===== src/rtl/sub_pkg.sv =====
// Shared definitions for the pipelined subtractor: stage count helper, stage record, default chunk width.
// Optional build macro SUB_SAT_EN (used by pipe_subtractor) clamps underflowing results to zero.
package sub_pkg;

    localparam int SUB_CHUNK_W = 4;
    localparam int SUB_MAX_W   = 64;

    // Fields are sized for the widest supported operand; narrower instances leave the top bits at zero.
    typedef struct packed {
        logic                 valid;
        logic [SUB_MAX_W-1:0] a_rem;
        logic [SUB_MAX_W-1:0] b_rem;
        logic [SUB_MAX_W-1:0] diff_acc;
        logic                 borrow;
    } stage_rec_t;

    function automatic int sub_stages(input int width, input int chunk);
        if (chunk < 1) begin
            return 1;
        end
        return (width / chunk < 1) ? 1 : width / chunk;
    endfunction

endpackage


===== src/rtl/sub_chunk.sv =====
// Combinational CHUNK-bit borrow-ripple slice: d = a - b - bin, bout = borrow out of the top bit.
module sub_chunk
    import sub_pkg::*;
#(
    parameter int CHUNK = SUB_CHUNK_W
) (
    input  logic [CHUNK-1:0] a,
    input  logic [CHUNK-1:0] b,
    input  logic             bin,
    output logic [CHUNK-1:0] d,
    output logic             bout
);

    logic [CHUNK:0] br;

    always_comb begin
        br    = '0;
        d     = '0;
        br[0] = bin;
        for (int i = 0; i < CHUNK; i++) begin
            d[i]    = a[i] ^ b[i] ^ br[i];
            br[i+1] = (~a[i] & b[i]) | (~(a[i] ^ b[i]) & br[i]);
        end
    end

    assign bout = br[CHUNK];

endmodule


===== src/rtl/pipe_subtractor.sv =====
// Pipelined unsigned subtractor, one CHUNK-bit slice per stage with a globally stalled valid/ready pipe.
// Build macro SUB_SAT_EN: when defined, an underflowing result is clamped to zero at the last stage.
module pipe_subtractor
    import sub_pkg::*;
#(
    parameter int WIDTH = 16,
    parameter int CHUNK = SUB_CHUNK_W
) (
    input  logic             clk,
    input  logic             rst,
    input  logic             in_valid,
    output logic             in_ready,
    input  logic [WIDTH-1:0] in_a,
    input  logic [WIDTH-1:0] in_b,
    input  logic             in_bin,
    output logic             out_valid,
    input  logic             out_ready,
    output logic [WIDTH-1:0] out_diff,
    output logic             out_borrow
);

    localparam int CW     = (CHUNK < 1) ? 1 : CHUNK;
    localparam int STAGES = sub_stages(WIDTH, CW);

    if ((CHUNK < 1) || (WIDTH < 1) || (WIDTH % CW != 0) || (WIDTH > SUB_MAX_W)) begin : g_bad_params
        $error("pipe_subtractor: WIDTH must be a positive multiple of CHUNK (CHUNK >= 1, WIDTH <= %0d)", SUB_MAX_W);
    end

    stage_rec_t stage_reg [STAGES];
    logic       adv;

    // A single advance signal freezes every stage together, so bubbles are never collapsed.
    assign adv        = ~stage_reg[STAGES-1].valid | out_ready;
    assign in_ready   = adv;
    assign out_valid  = stage_reg[STAGES-1].valid;
    assign out_diff   = stage_reg[STAGES-1].diff_acc[WIDTH-1:0];
    assign out_borrow = stage_reg[STAGES-1].borrow;

    for (genvar gi = 0; gi < STAGES; gi++) begin : g_stage
        stage_rec_t    src;
        stage_rec_t    rec_next;
        logic [CW-1:0] d_c;
        logic          bo_c;
        logic          unused_rec;

        // Stage 0 sees the raw operands; later stages see the skewed remainder left by their predecessor.
        if (gi == 0) begin : g_src_in
            always_comb begin
                src                    = '0;
                src.valid              = in_valid;
                src.a_rem[WIDTH-1:0]   = in_a;
                src.b_rem[WIDTH-1:0]   = in_b;
                src.borrow             = in_bin;
            end
        end else begin : g_src_prev
            assign src = stage_reg[gi-1];
        end

        sub_chunk #(
            .CHUNK (CW)
        ) u_chunk (
            .a    (src.a_rem[CW-1:0]),
            .b    (src.b_rem[CW-1:0]),
            .bin  (src.borrow),
            .d    (d_c),
            .bout (bo_c)
        );

        always_comb begin
            rec_next                      = src;
            rec_next.a_rem                = src.a_rem >> CW;
            rec_next.b_rem                = src.b_rem >> CW;
            rec_next.diff_acc[gi*CW +: CW] = d_c;
            rec_next.borrow               = bo_c;
`ifdef SUB_SAT_EN
            if ((gi == STAGES - 1) && bo_c) begin
                rec_next.diff_acc = '0;
            end
`endif
        end

        always_ff @(posedge clk or posedge rst) begin
            if (rst) begin
                stage_reg[gi] <= '0;
            end else if (adv) begin
                stage_reg[gi] <= rec_next;
            end
        end

        // Upper record bits beyond WIDTH and the last stage's exhausted remainders are intentionally dead.
        assign unused_rec = ^stage_reg[gi];
    end

endmodule


===== config.mk =====
export PLATFORM = sky130hd
export DESIGN_NAME = pipe_subtractor
export DESIGN_NICKNAME = d
export VERILOG_FILES = /design/src/rtl/sub_pkg.sv /design/src/rtl/sub_chunk.sv /design/src/rtl/pipe_subtractor.sv
export SDC_FILE = /design/constraint.sdc
export NUM_CORES = 1
export LEC_CHECK = 0
export ABC_AREA = 1
export CELL_PAD_IN_SITES_DETAIL_PLACEMENT = 0
export CELL_PAD_IN_SITES_GLOBAL_PLACEMENT = 1
export CORE_MARGIN = 2
export CORE_UTILIZATION = 30
export CTS_BUF_LIST = sky130_fd_sc_hd__clkbuf_8
export CTS_CLUSTER_SIZE = 14
export DETAILED_ROUTE_END_ITERATION = 10
export GPL_ROUTABILITY_DRIVEN = 0
export GPL_TIMING_DRIVEN = 0
export HOLD_SLACK_MARGIN = 0.02
export PLACE_DENSITY = 0.59
export SYNTH_ARGS = -nofsm -noshare
export SYNTH_HDL_FRONTEND = slang
export SYNTH_SLANG_ARGS = --single-unit

===== constraint.sdc =====
create_clock -name clk -period 4.4 [get_ports clk]
set_clock_uncertainty 0.2 [all_clocks]
set_input_delay 0.66 -clock clk [delete_from_list [all_inputs] [get_ports clk]]
set_output_delay 0.66 -clock clk [all_outputs]
set_load 0.005 [all_outputs]

After elaboration in Yosys (flattened, before gate mapping) --
Index checks and enable logic that the tools add are counted.
Cells by class: bitwise logic cells 114
Operators with widths (count):
- 1-bit NOT | 33
- 1-bit AND | 32
- 1-bit bitwise XOR | 32
- 1-bit bitwise OR | 17
Storage, ports and cells: register bits after elaboration 96, input port bits 37, output and inout port bits 19, word-level logic and storage cells 132

Longest topological paths before layout --
Gate-level depths: netlist (run 1).
depth after elaboration 10, gate-level depth with buffers 10, mapped depth without buffers 10

Hierarchy --
Synthesis (run 1) repeated with hierarchy kept, for this count alone.
Unflattened totals: cells, all modules 473, area, all modules 4281.6 sq um
Modules (own cells, without submodules):
- pipe_subtractor | times used 1, cells an instance 417, area an instance 3811.2 sq um, seq. area each 2402.3 sq um
- sub_chunk | times used 4, cells an instance 14, area an instance 117.6 sq um, seq. area each 0.0 sq um

Worst setup path before layout (run 1) --
No wires, ideal clock.
path kind input -> register, start point in in_b[0], end point reg stage_reg (netlist bit g_stage[1].rec_next[4]), library setup time 117 ps, arrival 2200 ps, required time 4083 ps, setup slack 1883 ps, stages 9, buffers on the path 0, cell sequence inv_1 fa_1 inv_1 fa_1 fa_1 inv_1 fa_1 nand2_1 nand2_1
On the way: cells in the longest elaborated chain, start to end 9, elaborated cells between the ends (all ways) 10, those cells by class 10 x bitwise
Ends and longest elaborated chain:
- from (decl) | RTL line pipe_subtractor.sv:14 | input logic [WIDTH-1:0] in_b,
- 1-bit bitwise XOR | RTL line sub_chunk.sv:22 | br[i+1] = (~a[i] & b[i]) | (~(a[i] ^ b[i]) & br[i]);
- 1-bit NOT | RTL line sub_chunk.sv:22
- 1-bit AND | RTL line sub_chunk.sv:22
- 1-bit bitwise OR (*) | RTL line sub_chunk.sv:22
- 1-bit AND (*) | RTL line sub_chunk.sv:22
- 1-bit bitwise OR (*) | RTL line sub_chunk.sv:22
- 1-bit AND (*) | RTL line sub_chunk.sv:22
- 1-bit bitwise OR (*) | RTL line sub_chunk.sv:22
- 1-bit bitwise XOR (*) | RTL line sub_chunk.sv:21 | d[i] = a[i] ^ b[i] ^ br[i];
- net g_stage[0].d_c[3] | RTL line pipe_subtractor.sv:42 | logic [CW-1:0] d_c;
- to (signal, indexed assignment) | RTL line pipe_subtractor.sv:86 | stage_reg[gi] <= rec_next;
- to (decl) | RTL line pipe_subtractor.sv:29 | stage_rec_t stage_reg [STAGES];
Mark *: on every way through the listed nets, which the timed path passes. The rest lies on a longest branch. A chain may end at the register's enable or synchronous reset.

Worst setup path in the final report (run 1) --
start point in out_ready, end point out in_ready
On the way: cells in the longest elaborated chain, start to end 1
Ends and longest elaborated chain:
- from (decl) | RTL line pipe_subtractor.sv:17 | input logic out_ready,
- 1-bit bitwise OR | RTL line pipe_subtractor.sv:33 | assign adv = ~stage_reg[STAGES-1].valid | out_ready;
- to (decl) | RTL line pipe_subtractor.sv:12 | output logic in_ready,
Every way passes these cells.

==> flow_metrics.tcl, run 1 <==
set metrics [dict create \
    status "complete, no violations" \
    final_cell_mix "nand2_1, dfrtp_1, nand3_1" \
    initial_core_util 0.307 \
    dieArea_um2 15200 \
    slowest_stage "clkdlybuf4s50_1" \
    vias 3177 \
    min_from "g_stage[3].rec_next[193]" \
    fin_cells 725 \
    reg2reg_to "out_diff[15]" \
    drt_iter0_markers 128 \
    h-tree-depth 3 \
    drc 0 \
    cp_max_fo 10 \
    cellLeakagePower_nw 2.76 \
    synth.lib_cells_used.distinct 11 \
    r2r_cells 9 \
    netlist_area_um2 4280 \
    hold_depth 2 \
    pre_cts_slack_ns 1.33 \
    required_ns 3.54 \
    worstHoldPathType "flop to flop" \
    worst-r2r-setup-slack_ns 1.99 \
    clock-sinks 96 \
    yosys.area_share.simple 0.281 \
    min_period_over_period 0.675 \
    rows 43 \
    timing.rr.start "g_stage[3].src[0]" \
    startpoint_type "primary input" \
    die_h_um 123 \
    ys.warnings.count 0 \
    synthCells 473 \
    area_growth_pct 23.4 \
    cts_tree "done" \
    cts-root-buf "clkbuf_8" \
    worstHoldEndpoint "out_valid" \
    hpwl_um 7060 \
    grt.overflow.total 0 \
    slowest_delay_ns 0.55 \
    first_global_vias 3265 \
    grt_usage 0.146 \
    worst_slew_margin_rel 0.579 \
    fillerInstances 1459 \
    max_freq_mhz 337 \
    powerDensity_nw_per_um2 645 \
    period_needed_ns 2.97 \
    via_per_inst 4.38 \
    rsz0062_at_grt "no" \
    cp_common_cell "clkdlybuf4s50_1" \
    end_kind "primary output" \
    antenna_found_initial 0 \
    setup_viol 0 \
    wire_per_inst_um 13.6 \
    worstSkewPairLatency_ns 0.36 \
    hold_buffers 0 \
    crit_path_cell_trace "clkdlybuf4s50_1, inv_2, nand2_4, buf_2, clkdlybuf4s50_1" \
    routed_wl_um 9880 \
    synth_xor_area_frac 0 \
    ir_drop_v 0.000194 \
    hold_slack_ns 0.270 \
    ys_seq_area_frac 0.561 \
    muxShareOfSynthArea 0 \
    setup_ws_ns 1.43 \
    tightest_slew_ns 0.631 \
    synth_top_family_by_area "simple AND/OR/NAND/NOR gates" \
    cts_buffers 9 \
    synth_compound_area_frac 0 \
    critical_path_class "primary input to primary output" \
    tns_ns 0 \
    grt_max_degree 53 \
    syn_area_per_cell_um2 9.05 \
    antennaDiodeCount 0 \
    die_w_um 123 \
    nNetsFinal 593 \
    layout_commonest_cell "nand2_1" \
    ant_nets 0 \
    synth_fa_ha_area_frac 0.0748 \
    io_buffers 55 \
    first_pass_iters 4 \
    hold_viol 0 \
    cts.repair.resized 0 \
    cp.arrival_ns 2.11 \
    ys_ff_latch 96 \
    drv_slew 0 \
    dpl.cell_count 709 \
    post_route_cells_drive_above_1_share 0.0862 \
    syn_nets 526 \
    core_area_um2 13900 \
    io_pins 56 \
    cts_setup_buffers 0 \
    maxCapViolCount 0 \
    p_total_mw 3.41 \
    clkTransAtPathRegs_ns 0.09 \
    clockBufferDepth 2 \
    grt_pass1_wl_um 16900 \
]
## metrics by stage
stage                     utilization  cell area [um2]
after CTS                       0.379             5280
after global routing            0.379             5280
after detailed placement        0.365             5090
after global placement          0.363             5060
final                           0.379             5280
after floorplan                     -             4280
## metal layers
layer	wire length, um	track usage	part of all wire
met1	5010	0.207	0.51
met2	4410	0.224	0.45
met3	302	0.0203	0.031
met4	159	0.0575	0.016
met5	0	0	0
## cell families after synthesis
| group | after synthesis |
|---|---|
| buffers and inverters | 74 |
| DFF | 96 |
| and+or+nand+nor | 287 |
| adders and majority gates | 16 |
## Yosys cell counts
master	number	share of area
clkbuf_1	4	0.0035
nand3_1	95	0.11
inv_2	1	0.00088
fa_1	16	0.075
nand2_1	191	0.17
buf_4	5	0.0088
nand2_4	1	0.0026
dfrtp_1	96	0.56
inv_1	42	0.037
buf_6	5	0.013
buf_2	17	0.020
## critical path: cells and delay by family
kind | cells | cell delay (ns)
buffers and inverters | 4 | 1.36
AND/OR/NAND/NOR | 1 | 0.09
## final cells by class
| type | count | area (um2) | share of cell area |
|---|---|---|---|
| sequential | 96 | 2400 | 0.455 |
| clock buffer | 10 | 138 | 0.0260 |
| tap | 180 | 225 | 0.0426 |
| timing repair buffer | 56 | 578 | 0.109 |
| clock inverter | 6 | 58.8 | 0.0111 |
| buffer | 31 | 194 | 0.0367 |
| multi-input combinational | 303 | 1520 | 0.288 |
| inverter | 43 | 164 | 0.0310 |
## power by group
group	total [mW]	leakage, nW	switching, mW	internal (mW)
Clock	0.582	0.106	0.306	0.276
Sequential	1.50	1.16	0.232	1.27
Combinational	1.33	1.49	0.740	0.590
## registers in the layout, indices dropped and copies added, names as in the netlist
register and count:
g_stage.rec_next 51, g_stage.src 27, out_diff 16, out_borrow 1, out_valid 1
## how the worst max path moves through the flow
stage                          from                  endpoint  slack, ns
after floorplan                 rst  g_stage[1].rec_next[129]       1.03
after global placement          rst       g_stage[1].src[131]      -0.56
after detailed placement    in_a[0]    g_stage[1].rec_next[4]       1.33
after CTS                 out_ready                  in_ready       1.40
after global routing      out_ready                  in_ready       1.35
final                     out_ready                  in_ready       1.43
Note: power is estimated with default switching activity, not from simulation.
==> run 2: changes to the inputs <==
PLACE_DENSITY = 0.61   (was 0.59)
clock period = 2.65 ns   (was 4.4 ns; I/O delays follow)
==> run 2 against run 1 <==
Worst setup slack worse by 1.2 ns. Sequential cell count stayed put. Critical path depth stayed put. First-iteration DRC count is 22% higher. Global-route usage is 0.11 points lower. Wire length is 1.1% higher. Highest routed layer unchanged. Register-to-register slack worse by 1.7 ns. Via count is 1.0% lower. Critical path type unchanged. Count of clock-buffer cells in the layout stayed put. Core utilization is 0.22 points higher. Sequential share of layout area is 0.27 points lower.
==> flow_metrics.tcl, run 2 (synthesized netlist as in run 1, its figures left out) <==
set metrics [dict create \
    antenna_found_initial 0 \
    max_freq_mhz 406 \
    io_buffers 55 \
    ant_nets 0 \
    grt.overflow.total 0 \
    post_route_cells_drive_above_1_share 0.0824 \
    reg2reg_to "out_diff[15]" \
    clock-sinks 96 \
    clkTransAtPathRegs_ns 0.09 \
    grt_max_degree 42 \
    vias 3145 \
    status "complete, no violations" \
    worstSkewPairLatency_ns 0.35 \
    swShare 0.369 \
    die_w_um 123 \
    cp_common_cell "clkdlybuf4s50_1" \
    end_kind "primary output" \
    worstHoldPathType "primary input to async pin" \
    antennaDiodeCount 0 \
    first_global_vias 3278 \
    startpoint_type "primary input" \
    period_needed_ns 2.46 \
    cts.repair.resized 0 \
    drc 0 \
    drv_slew 0 \
    cellLeakagePower_nw 2.78 \
    dieArea_um2 15200 \
    area_growth_pct 24.1 \
    ir_drop_v 0.000282 \
    powerDensity_nw_per_um2 1080 \
    cp_max_fo 10 \
    rsz0062_at_grt "no" \
    p_int_mw 3.63 \
    hold_buffers 0 \
    timing.rr.start "g_stage[3].src[0]" \
    cts_tree "done" \
    die_h_um 123 \
    min_period_over_period 0.929 \
    drt_iter0_markers 156 \
    layout_commonest_cell "nand2_1" \
    rows 43 \
    crit_family "buffers and inverters" \
    largest_reg_flops 51 \
    setup_viol 0 \
    p_clk_frac 0.182 \
    seq_power_share 0.433 \
    first_pass_iters 4 \
    critical_path_class "primary input to primary output" \
    finalInstanceArea_um2 5320 \
    slowest_delay_ns 0.55 \
    initial_core_util 0.307 \
    tightest_slew_ns 0.588 \
    worst_slew_margin_rel 0.608 \
    cts_setup_buffers 0 \
    fin_util 0.381 \
    hold_viol 0 \
    tns_ns 0 \
    crit_buf_inv 4 \
    grt_pass1_wl_um 16800 \
    cts-root-buf "clkbuf_8" \
    switchingPower_mw 2.12 \
    p_comb_frac 0.386 \
    core_area_um2 13900 \
    cp.arrival_ns 1.86 \
    routed_wl_um 9990 \
    hpwl_um 7200 \
    via_per_inst 4.33 \
    h-tree-depth 3 \
    wire_per_inst_um 13.8 \
    grt_usage 0.145 \
    required_ns 2.05 \
    final_cell_mix "nand2_1, dfrtp_1, nand3_1" \
    cts_buffers 9 \
    place_area_um2 5100 \
    worst-r2r-setup-slack_ns 0.27 \
    slowest_stage "clkdlybuf4s50_1" \
    crit_path_cell_trace "clkdlybuf4s50_1, inv_2, nand2_4, buf_2, clkdlybuf4s50_1" \
    maxCapViolCount 0 \
    clockBufferDepth 2 \
    io_pins 56 \
    r2r_cells 9 \
    nNetsFinal 594 \
]
## run 2: worst max path at each step
stage	start	endpoint	slack (ns)	cells after the start
CTS	out_valid	in_ready	0.15	4
detailed placement	in_a[0]	g_stage[1].rec_next[4]	-0.21	9
global route	in_a[0]	g_stage[1].rec_next[4]	0.05	9
floorplan	in_b[0]	g_stage[1].rec_next[4]	0.40	9
global placement	in_a[0]	g_stage[1].rec_next[4]	-0.19	9
finish	out_ready	in_ready	0.19	5
## run 2: cell type report
type | count | area, um2
Sequential cell | 96 | 2400
Timing Repair Buffer | 57 | 591
Clock inverter | 6 | 76.3
Fill cell | 1481 | 8620
Multi-Input combinational cell | 303 | 1520
Tap cell | 180 | 225
Inverter | 43 | 165
Clock buffer | 10 | 138
Buffer | 31 | 194
## run 2: routing by layer
| metal | vias up | global-route usage | routed length (um) |
|---|---|---|---|
| li1 | 1594 | - | - |
| met1 | 1486 | 0.204 | 4920 |
| met2 | 55 | 0.227 | 4610 |
| met3 | 10 | 0.0180 | 295 |
| met4 | 0 | 0.0575 | 154 |
| met5 | - | 0 | 0 |
## run 2: power groups by stage
stage / Clock, mW / Sequential, mW / Combinational (mW)
6_report: 1.04 / 2.49 / 2.22
5_1_grt: 1.13 / 2.57 / 2.60
4_1_cts: 1.08 / 2.49 / 2.28
3_5_place_dp: 0 / 2.53 / 2.27
3_3_place_gp: 0 / 2.51 / 2.23
2_1_floorplan: 0 / 2.42 / 1.47
## run 2: through the flow
| step | instances | power, mW | setup slack, ns | hold WS [ns] |
|---|---|---|---|---|
| after global routing | 726 | 6.30 | 0.0535 | 0.234 |
| after global placement | 708 | 4.73 | -0.195 | 0.242 |
| after detailed placement | 710 | 4.79 | -0.206 | 0.250 |
| after floorplan | 473 | 3.89 | 0.396 | 0.235 |
| after CTS | 726 | 5.86 | 0.155 | 0.219 |
| final | 726 | 5.75 | 0.188 | 0.218 |
==> edit 1 (config.mk and constraints of run 2) <==
The package constant `SUB_CHUNK_W` goes from 4 to 8.
--- a/src/rtl/sub_pkg.sv
+++ b/src/rtl/sub_pkg.sv
@@ -4,3 +4,3 @@
 
-    localparam int SUB_CHUNK_W = 4;
+    localparam int SUB_CHUNK_W = 8;
     localparam int SUB_MAX_W   = 64;
Behaviour: not the same (Yosys sat finds a counterexample within 4 cycles, from zero or initial values and one cycle with rst high).
==> edit 1 against run 2 <==
- the run now ends with negative setup slack left
- setup slack got worse by 1.1 ns
- routed wire length down 53%
- cell area down 42%
- register-to-register slack got worse by 1.2 ns
- critical path type is now register to register
- synthesized area is 48% lower
- largest cell class unchanged
- largest power group unchanged
- sequential cell count decreased by 52
- count of clock-buffer cells in the layout shrank 4
- synthesized cell count fell by 49%
- worst hold slack worse by 0.0087 ns
- power decreased by 64%
- critical endpoint is now out_diff[15]
==> edit 1: results (changes against run 2) <==
| Metric | Value |
|---|---|
| Worst-Skew Late Latency | `0.29 ns (-0.06 ns)` |
| Fin worst setup slack | `-0.956 ns (-1.14 ns)` |
| Top cells by count, synth | `nand2_1, dfrtp_1, nand3_1` |
| Share of layout cells above drive strength 1 | `0.204 (+0.121)` |
| Synth area leaders | `dfrtp_1, nand2_1, fa_1` |
| Clock power share | `0.204 (+0.022)` |
| Fill count | `753 (-49%)` |
| H-tree depth | `2 (-1)` |
| First-pass GRT wire length | `8420 µm (-50%)` |
| Switching Fraction | `0.306 (-0.0629)` |
| DP Cell Count | `398 (-44%)` |
| Slowest Stage Delay on Critical Path | `0.39 ns (-0.16 ns)` |
| Arrival time worst endpoint | `3.59 ns (+1.73 ns)` |
| DP HPWL | `3480 µm (-52%)` |
| Final net count | `361 (-39%)` |
| Max-slew headroom | `0.723 (+0.115)` |
| Area after DPL | `2980 µm² (-42%)` |
| Gr usage total | `0.127 (-0.0171)` |
| Synth cell types | `10 (-1)` |
| Failing checks | `negative setup slack` |
| Final wirelength | `4670 µm (-53%)` |
| Num CTS Buffers | `5 (-4)` |
| Slowest cell on the critical path | `dfrtp_1` |
| DR WL/cell | `11.4 µm (-17%)` |
| Register area share after synthesis | `0.492 (-0.0692)` |
| Vias/cell | `4.07 (-6.0%)` |
| Crit. Startpoint | `g_stage[1].src[65]` |
| Status | `finished with violations` |
| Largest net degree at the start of global routing | `27 (-36%)` |
| Post-Syn Nets | `296 (-44%)` |
| Final setup violation count | `9 (+9)` |
==> edit 1: kinds of logic (layout without fill, tap and decap cells) <==
| group | Yosys count | count (layout) | synth area share |
|---|---|---|---|
| AND/OR/NAND/NOR | 131 | 131 | 0.251 |
| buffers and inverters | 52 | 118 | 0.114 |
| flip-flops | 44 | 44 | 0.492 |
| adder cells (fa/ha/maj) | 16 | 16 | 0.143 |
==> edit 1: layout make-up <==
class / count / area, µm² / area share
sequential: 44 / 1100 / 0.354
multi-input combinational: 147 / 937 / 0.302
timing repair buffer: 58 / 584 / 0.188
inverter: 39 / 164 / 0.0528
tap: 99 / 124 / 0.0399
buffer: 13 / 106 / 0.0342
clock buffer: 6 / 82.6 / 0.0266
clock inverter: 2 / 7.51 / 0.00242
==> edit 1: routing by layer <==
| layer | track usage | share of wire | vias to the layer above | wire length, µm |
|---|---|---|---|---|
| li1 | - | - | 855 | - |
| met2 | 0.205 | 0.48 | 32 | 2230 |
| met4 | 0.0423 | 0.0071 | 0 | 33 |
| met3 | 0.0292 | 0.037 | 4 | 175 |
| met5 | 0 | 0 | - | 0 |
| met1 | 0.170 | 0.48 | 771 | 2230 |
==> edit 1: per-stage QoR <==
stage | hold slack [ns] | TNS [ns]
6_report | 0.209 | -5.11
5_1_grt | 0.269 | -6.16
2_1_floorplan | 0.234 | -5.02
4_1_cts | 0.223 | -6.13
3_3_place_gp | 0.253 | -9.36
3_5_place_dp | 0.263 | -9.35
==> edit 1: what timing repair did <==
item / CTS / global route
endpoints found under the setup margin: 10 / 10
hold buffers: 0 / 0
setup buffers: 2 / 0
pin swaps: 10 / 11
resized for setup: 19 / 15
==> edit 2 (settings of run 2) <==
Without the edit above. Add a define of `SUB_SAT_EN`.
--- a/src/rtl/pipe_subtractor.sv
+++ b/src/rtl/pipe_subtractor.sv
@@ -2,2 +2,4 @@
 // Build macro SUB_SAT_EN: when defined, an underflowing result is clamped to zero at the last stage.
+`define SUB_SAT_EN
+
 module pipe_subtractor
Function: changed (Yosys sat finds a counterexample within 10 cycles, from zero or initial values and one cycle with rst high).
==> edit 2 against run 2 <==
- cell area up 4.5%
- utilization up 0.37 points
- routed wire length up 3.4%
- synthesized area up 2.7%
- clock power up 28%
- power up 8.5%
- combinational power up 11%
- setup slack worse by 0.085 ns
- sequential cell count unchanged
- critical path type is now register to register
- critical endpoint is now out_diff[2]
- largest power group is now combinational cells
==> edit 2: results (changes against run 2) <==
| Metric | Value |
|---|---|
| Post-Syn Nets | `555 (+5.5%)` |
| Final net count | `624 (+5.1%)` |
| Pre-CTS setup slack | `-0.183 ns (+0.0229 ns)` |
| Top cells by count, synth | `nand2_1, dfrtp_1, nand3_1` |
| R2r setup slk | `0.10 ns (-0.17 ns)` |
| Vias in the first global route | `3418 (+4.3%)` |
| Synth cell types | `14 (+3)` |
| Register area share after synthesis | `0.546 (-0.0148)` |
| Status | `complete, no violations` |
| Largest net degree at the start of global routing | `31 (-26%)` |
| DP Cell Count | `744 (+4.8%)` |
| Syn Area/Cell | `8.76 µm² (-3.2%)` |
| Arrival time worst endpoint | `2.61 ns (+0.75 ns)` |
| Fill count | `1574 (+6.3%)` |
| DP HPWL | `7800 µm (+8.4%)` |
| Final std cells w/o fill | `760 (+4.7%)` |
| Crit share post-route | `0.961 (+0.0322)` |
| Synth area leaders | `dfrtp_1, nand2_1, nand3_1` |
| Gr usage total | `0.140 (-0.00486)` |
| RR Endpoint | `out_diff[2]` |
| Crit path kind | `register to register` |
| Worst-Skew Late Latency | `0.38 ns (+0.03 ns)` |
| Routed via count | `3301 (+5.0%)` |
| Final wirelength | `10300 µm (+3.4%)` |
| Share of layout cells above drive strength 1 | `0.0920 (+0.00960)` |
| Worst hold slack | `0.213 ns (-0.00527 ns)` |
| Worst R2R Path Depth | `12 (+3)` |
-- edit 2: logic make-up after synthesis --
logic type | share of synthesized area
adder cells (fa/ha/maj) | 0.0728
buffers and inverters | 0.0936
AND/OR/NAND/NOR | 0.287
flip-flops | 0.546
-- edit 2: worst max-delay path: stages, from the launching register on --
cell and delay (ns):
dfrtp_1 0.39, inv_1 0.08, fa_1 0.16, inv_1 0.05, fa_2 0.33, fa_2 0.37, fa_2 0.35, clkbuf_8 0.16
buf_6 0.14, nand2_1 0.07, inv_1 0.04, nand2_1 0.05, nand2_1 0.05
-- edit 2: worst max-delay path by stage --
stage,endpoint,cells after the start
2_1_floorplan,out_diff[0],12
3_3_place_gp,g_stage[1].rec_next[4],9
3_5_place_dp,g_stage[1].rec_next[4],9
4_1_cts,out_diff[2],12
5_1_grt,out_diff[14],12
6_report,out_diff[2],12
-- edit 2: where the power goes --
part / internal (µW) / total [µW] / switching (µW)
registers: 2070 / 2430 / 363
clock network: 812 / 1330 / 519
logic: 1060 / 2470 / 1410
total: 3940 / 6240 / 2290
-- edit 2: repair_timing --
item | in CTS | in global routing
pin swaps | 1 | 1
setup endpoints to repair | 10 | 10
setup buffers | 0 | 0
resized for setup | 7 | 0
-- edit 2: cell type report --
class	instances	area, µm²	share of cell area
Buffer	33	224	0.0403
Clock buffer	9	124	0.0223
Clock inverter	7	159	0.0286
Inverter	54	206	0.0372
Multi-Input combinational cell	319	1590	0.286
Sequential cell	96	2400	0.432
Tap cell	184	230	0.0414
Timing Repair Buffer	58	618	0.111
-- edit 2: metal layers --
metal	track usage	vias up	wire length (µm)
met4	0.0510	0	174
met1	0.191	1571	5020
li1	-	1665	-
met5	0	-	0
met2	0.223	52	4740
met3	0.0252	13	388
